==> config.mk <==
export PLATFORM = sky130hd
export DESIGN_NAME = serial_subtractor_flat
export DESIGN_NICKNAME = d
export VERILOG_FILES = /design/src/rtl/serial_subtractor_pkg.sv /design/src/rtl/serial_subtractor_if.sv /design/src/rtl/serial_subtractor_fs_cell.sv /design/src/rtl/serial_subtractor.sv /design/src/flat_wrapper.sv
export SDC_FILE = /design/constraint.sdc
export NUM_CORES = 1
export LEC_CHECK = 0
export ABC_AREA = 1
export ABC_CLOCK_PERIOD_IN_PS = 2610
export CORE_MARGIN = 2
export CORE_UTILIZATION = 33
export CTS_CLUSTER_DIAMETER = 200
export CTS_CLUSTER_SIZE = 12
export DETAILED_ROUTE_END_ITERATION = 10
export GPL_TIMING_DRIVEN = 0
export PLACE_DENSITY = 0.65
export SYNTH_ARGS = -nofsm -noshare
export SYNTH_HDL_FRONTEND = slang
export SYNTH_HIERARCHICAL = 1
export SYNTH_SLANG_ARGS = --single-unit
==> constraint.sdc <==
create_clock -name clk -period 2.61 [get_ports clk]
set_input_delay 0.522 -clock clk [delete_from_list [all_inputs] [get_ports clk]]
set_output_delay 0.522 -clock clk [all_outputs]
set_load 0.03 [all_outputs]
==> src/rtl/serial_subtractor_pkg.sv <==
// serial_subtractor_pkg: shared widths, FSM states and counter sizing for the serial subtractor.
package serial_subtractor_pkg;
  localparam int C_W_DEF = 8;
  localparam int B_W_DEF = 4;
  localparam int A_W_DEF = 4;
  typedef enum logic [1:0] {IDLE, RUN, DONE} state_t;
  function automatic int cnt_w(input int w);
    return $clog2(w);
  endfunction
  localparam int CNT_W = cnt_w(C_W_DEF);
endpackage

==> src/rtl/serial_subtractor_if.sv <==
// serial_subtractor_if: start/busy/done request and result bundle of the serial subtractor.
interface serial_subtractor_if import serial_subtractor_pkg::*; #(
  parameter int C_W = C_W_DEF,
  parameter int B_W = B_W_DEF,
  parameter int A_W = A_W_DEF
);
  logic start;
  logic [C_W-1:0] c;
  logic [B_W-1:0] b;
  logic busy;
  logic done;
  logic [C_W-1:0] diff;
  logic [A_W-1:0] a;
  logic borrow;
  logic ovf;
  modport master (output start, c, b, input busy, done, diff, a, borrow, ovf);
  modport slave (input start, c, b, output busy, done, diff, a, borrow, ovf);
endinterface

==> src/rtl/serial_subtractor_fs_cell.sv <==
// fs_cell: one-bit combinational full subtractor.
module fs_cell (
  input  logic x,
  input  logic y,
  input  logic bin,
  output logic d,
  output logic bout
);
  assign d = x ^ y ^ bin;
  assign bout = (~x & y) | (~x & bin) | (y & bin);
endmodule

==> src/rtl/serial_subtractor.sv <==
// serial_subtractor: LSB-first bit-serial c - b with borrow and narrow-result overflow flags.
module serial_subtractor import serial_subtractor_pkg::*; #(
  parameter int C_W = C_W_DEF,
  parameter int B_W = B_W_DEF,
  parameter int A_W = A_W_DEF
) (
  input logic clk,
  input logic rst,
  serial_subtractor_if.slave bus
);
  localparam int N_W = cnt_w(C_W);
  state_t state, state_n;
  logic [C_W-1:0] c_sr, b_sr, diff_n;
  logic [C_W-2:0] d_sr;
  logic [N_W-1:0] cnt;
  logic br, d, bout, last;
  fs_cell u_fs (.x(c_sr[0]), .y(b_sr[0]), .bin(br), .d(d), .bout(bout));
  assign last = cnt == N_W'(C_W - 1);
  // the final bit is still combinational when the result is registered
  assign diff_n = {d, d_sr};
  assign bus.busy = state != IDLE;
  assign bus.done = state == DONE;
  always_ff @(posedge clk)
    state <= rst ? IDLE : state_n;
  always_comb begin
    state_n = state == IDLE ? (bus.start ? RUN : IDLE) :
              state == RUN  ? (last ? DONE : RUN) : IDLE;
  end
  always_ff @(posedge clk) begin
    if (rst) begin
      c_sr <= '0;
      b_sr <= '0;
      d_sr <= '0;
      cnt <= '0;
      br <= 1'b0;
      bus.diff <= '0;
      bus.a <= '0;
      bus.borrow <= 1'b0;
      bus.ovf <= 1'b0;
    end else if (state == IDLE && bus.start) begin
      c_sr <= bus.c;
      b_sr <= C_W'(bus.b);
      br <= 1'b0;
      cnt <= '0;
    end else if (state == RUN) begin
      br <= bout;
      d_sr <= {d, d_sr[C_W-2:1]};
      c_sr <= c_sr >> 1;
      b_sr <= b_sr >> 1;
      cnt <= cnt + 1'b1;
      if (last) begin
        bus.diff <= diff_n;
        bus.a <= diff_n[A_W-1:0];
        bus.borrow <= bout;
        bus.ovf <= !bout && (diff_n >> A_W) != '0;
      end
    end
  end
endmodule

==> src/flat_wrapper.sv <==
// flat-port wrapper written by rule: the top's interface ports become plain ports
module serial_subtractor_flat import serial_subtractor_pkg::*;
#(
  parameter int C_W = C_W_DEF,
  parameter int B_W = B_W_DEF,
  parameter int A_W = A_W_DEF
)
  (clk, rst, bus_start, bus_c, bus_b, bus_busy, bus_done, bus_diff, bus_a, bus_borrow, bus_ovf);
  serial_subtractor_if #(.C_W(C_W), .B_W(B_W), .A_W(A_W)) bus_i ();
  input logic clk;
  input logic rst;
  input wire logic [$bits(bus_i.start)-1:0] bus_start;
  input wire logic [$bits(bus_i.c)-1:0] bus_c;
  input wire logic [$bits(bus_i.b)-1:0] bus_b;
  output wire logic [$bits(bus_i.busy)-1:0] bus_busy;
  output wire logic [$bits(bus_i.done)-1:0] bus_done;
  output wire logic [$bits(bus_i.diff)-1:0] bus_diff;
  output wire logic [$bits(bus_i.a)-1:0] bus_a;
  output wire logic [$bits(bus_i.borrow)-1:0] bus_borrow;
  output wire logic [$bits(bus_i.ovf)-1:0] bus_ovf;
  assign bus_i.start = bus_start;
  assign bus_i.c = bus_c;
  assign bus_i.b = bus_b;
  assign bus_busy = bus_i.busy;
  assign bus_done = bus_i.done;
  assign bus_diff = bus_i.diff;
  assign bus_a = bus_i.a;
  assign bus_borrow = bus_i.borrow;
  assign bus_ovf = bus_i.ovf;
  serial_subtractor #(.C_W(C_W), .B_W(B_W), .A_W(A_W)) u_core (.clk(clk), .rst(rst), .bus(bus_i));
endmodule
==> impl_metrics.yaml <==
global_routing:
  grt_pass1_wl_mm: 5.64
  grt-ovfl-total: 0
  grt_pass1_vias: 1236
  grt_max_degree: 11
  groute.usage.overall_pct: 13.9
  antenna_found_initial: 0
placement:
  dpl_cell_area_um2: 1910
  gp_congestion: 0.754
  dp_cells: 283
  post-place-ws_ns: 0.670
  dpl.hpwl_mm: 2.37
  portBuffers: 29
cts:
  cts.sink_count: 35
  ctsHoldBuffers: 0
  post_cts_buffers: 0
  cts-htree-levels: 2
  root_buffer: "clkbuf_8"
  tritoncts: "done"
  cts-resized-gates: 0
  cts.path.max_buffers: 2
  clkTransAtPathRegs_ns: 0.06
  cts_buffers: 5
  worstSkewPairLatency_ns: 0.28
sta:
  fin_crit_sh_pct: 86.2
  setup_viol: 0
  fin_skew_ns: 0.00252
  fin_ws_ns: 0.359
  min_period_ns: 2.25
  hold_viol_final: 0
  fin_tns_setup_ns: 0
  grt_setup_unrepaired: "no"
  fmax_mhz: 444
  tightest_slew_ns: 0.449
  finalMaxSlewViolations: 0
  relSlewSlack_pct: 70.1
power_and_ir_drop:
  power_density_nw_per_um2: 552
  vdd_drop_max_mv: 0.175
  p_leak_nw: 0.837
critical_path:
  reg2reg_depth: 7
  cp_max_fo: 10
  r2r-end: "u_core/bus.ovf$_SDFFE_PP0P_"
  reg2reg_slack_ns: 1.26
  critPathKind: "flop to primary output"
  startpoint_type: "flop"
  end_kind: "primary output"
  r2r_start: "u_core/c_sr[0]$_SDFFE_PP0P_"
  worstPathArrival_ns: 1.73
  worstPathRequired_ns: 2.09
cells_and_area:
  nets: 256
  nFillCells: 470
  syn2layout_area_growth_pct: 28.5
  antenna_cells: 0
  final_area_um2: 2000
  multi_input_area_um2: 687
  drive_above_1_share_pct: 11.3
  layoutNonFillerInstCount: 290
  final_common_cell: "nand2_1"
  layout_common_cells: "nand2_1, dfxtp_1, clkdlybuf4s50_1"
  seqCellArea_um2: 701
detailed_routing:
  drc: 0
  drt_pass1_iterations: 4
  routed_wl_mm: 3.18
  wire_per_inst_um: 11.0
  drt-initial-drc-count: 140
  via_per_inst: 4.64
  vias: 1347
  final_antenna_net_count: 0
synthesis:
  ys.flop_type: "dfxtp_1"
  ys_seq_area_share_pct: 45.1
  synth_edf_count: 0
  synthArstFlopShare_pct: 0
  synth_warnings: 6
  synth-seq-cells: 35
  synth_cells: 202
  yosysUniqueCellTypes: 21
  synth_fp_nets: 220
  avgSynthCellArea_um2: 7.69
  synth_area_um2: 1550
floorplanning:
  rows: 24
  pin_count: 31
  die_h_um: 72.6
  initial_utilization_pct: 35.0
  fp.dieW_um: 72.6
  dieArea_um2: 5270
  core_um2: 4440
flow_run:
  cap_violations: 0
hold_path:
  whs_path_depth: 2
  hp-start: "u_core/bus.ovf$_SDFFE_PP0P_"
  hold_path.class: "flop to flop"
  whs_endpoint: "u_core/bus.ovf$_SDFFE_PP0P_"
run_status:
  outcome: "finished, final reports clean"
## metal layers
layer | wire length, um | global-route usage [%] | part of all wire [%]
met4 | 50 | 5.56 | 1.6
met5 | 0 | 0 | 0
met1 | 1630 | 18.9 | 51
met3 | 113 | 4.56 | 3.5
met2 | 1390 | 20.2 | 44
## cells by family after synthesis
kind of cell | count (synthesis) | share of synthesized area, %
AOI/OAI and AO/OA | 35 | 11.7
xor gates and xnor gates | 1 | 0.564
adders and majority gates | 3 | 2.90
buffers and inverters | 29 | 10.7
DFF | 35 | 45.1
and+or+nand+nor | 99 | 29.1
## area by class of cell
cell class / count / area share [%]
repair buffers: 29 / 14.5
clock inverters: 1 / 0.251
well taps: 52 / 3.26
multi-input cells: 138 / 34.4
clock buffers: 6 / 4.14
inverters: 13 / 2.44
plain buffers: 16 / 5.89
flip-flops and latches: 35 / 35.1
## synthesized netlist by cell type, types with 2 or more instances
| master | count | area share [%] |
|---|---|---|
| ha_1 | 2 | 1.6 |
| buf_6 | 3 | 2.2 |
| buf_2 | 4 | 1.3 |
| o21ai_0 | 10 | 3.2 |
| inv_1 | 12 | 2.9 |
| nand2_1 | 51 | 12 |
| dfxtp_1 | 35 | 45 |
| nand3b_1 | 8 | 3.9 |
| a21oi_1 | 23 | 7.4 |
| buf_4 | 8 | 3.9 |
| nor2_1 | 16 | 3.9 |
| nand3_1 | 21 | 6.8 |
## worst max-delay path, stage by stage, from the launching register on
cell	delay, ns
dfxtp_1	0.41
inv_1	0.11
buf_6	0.16
nor2_1	0.09
clkdlybuf4s50_1	0.68
## through the flow
stage                     hold slack (ns)  utilization (%)  power (W)
after floorplan                     0.430                -   0.000683
after global placement              0.451             43.0   0.000731
after detailed placement            0.452             43.0   0.000733
after CTS                           0.463             44.9    0.00112
after global routing                0.481             44.9    0.00117
final                               0.459             44.9    0.00110
## sequential cells by signal, indices dropped and copies added (netlist names)
register and count:
u_core/br 1, u_core/d_sr 7, u_core/b_sr 4, u_core/bus.diff 8
u_core/state 2, u_core/bus.ovf 1, u_core/c_sr 8, u_core/bus.borrow 1
u_core/cnt 3
## where the power goes
group          leakage, nW  internal [W]  switching, W
clock network       0.0470      0.000207      0.000175
logic                0.504     0.0000629     0.0000793
registers            0.286      0.000561     0.0000165
## worst max path at each step
stage,slack [ns],from,to,cells past startpoint
after global routing,0.27,u_core/state[1]$_SDFF_PP0_,bus_done,4
after floorplan,1.08,u_core/state[1]$_SDFF_PP0_,bus_done,3
after CTS,0.35,u_core/state[1]$_SDFF_PP0_,bus_done,4
after detailed placement,0.67,u_core/state[0]$_SDFF_PP0_,bus_busy,4
after global placement,0.66,u_core/state[1]$_SDFF_PP0_,bus_done,4
final,0.36,u_core/state[1]$_SDFF_PP0_,bus_done,4
Power figures use the tool's default switching activity.
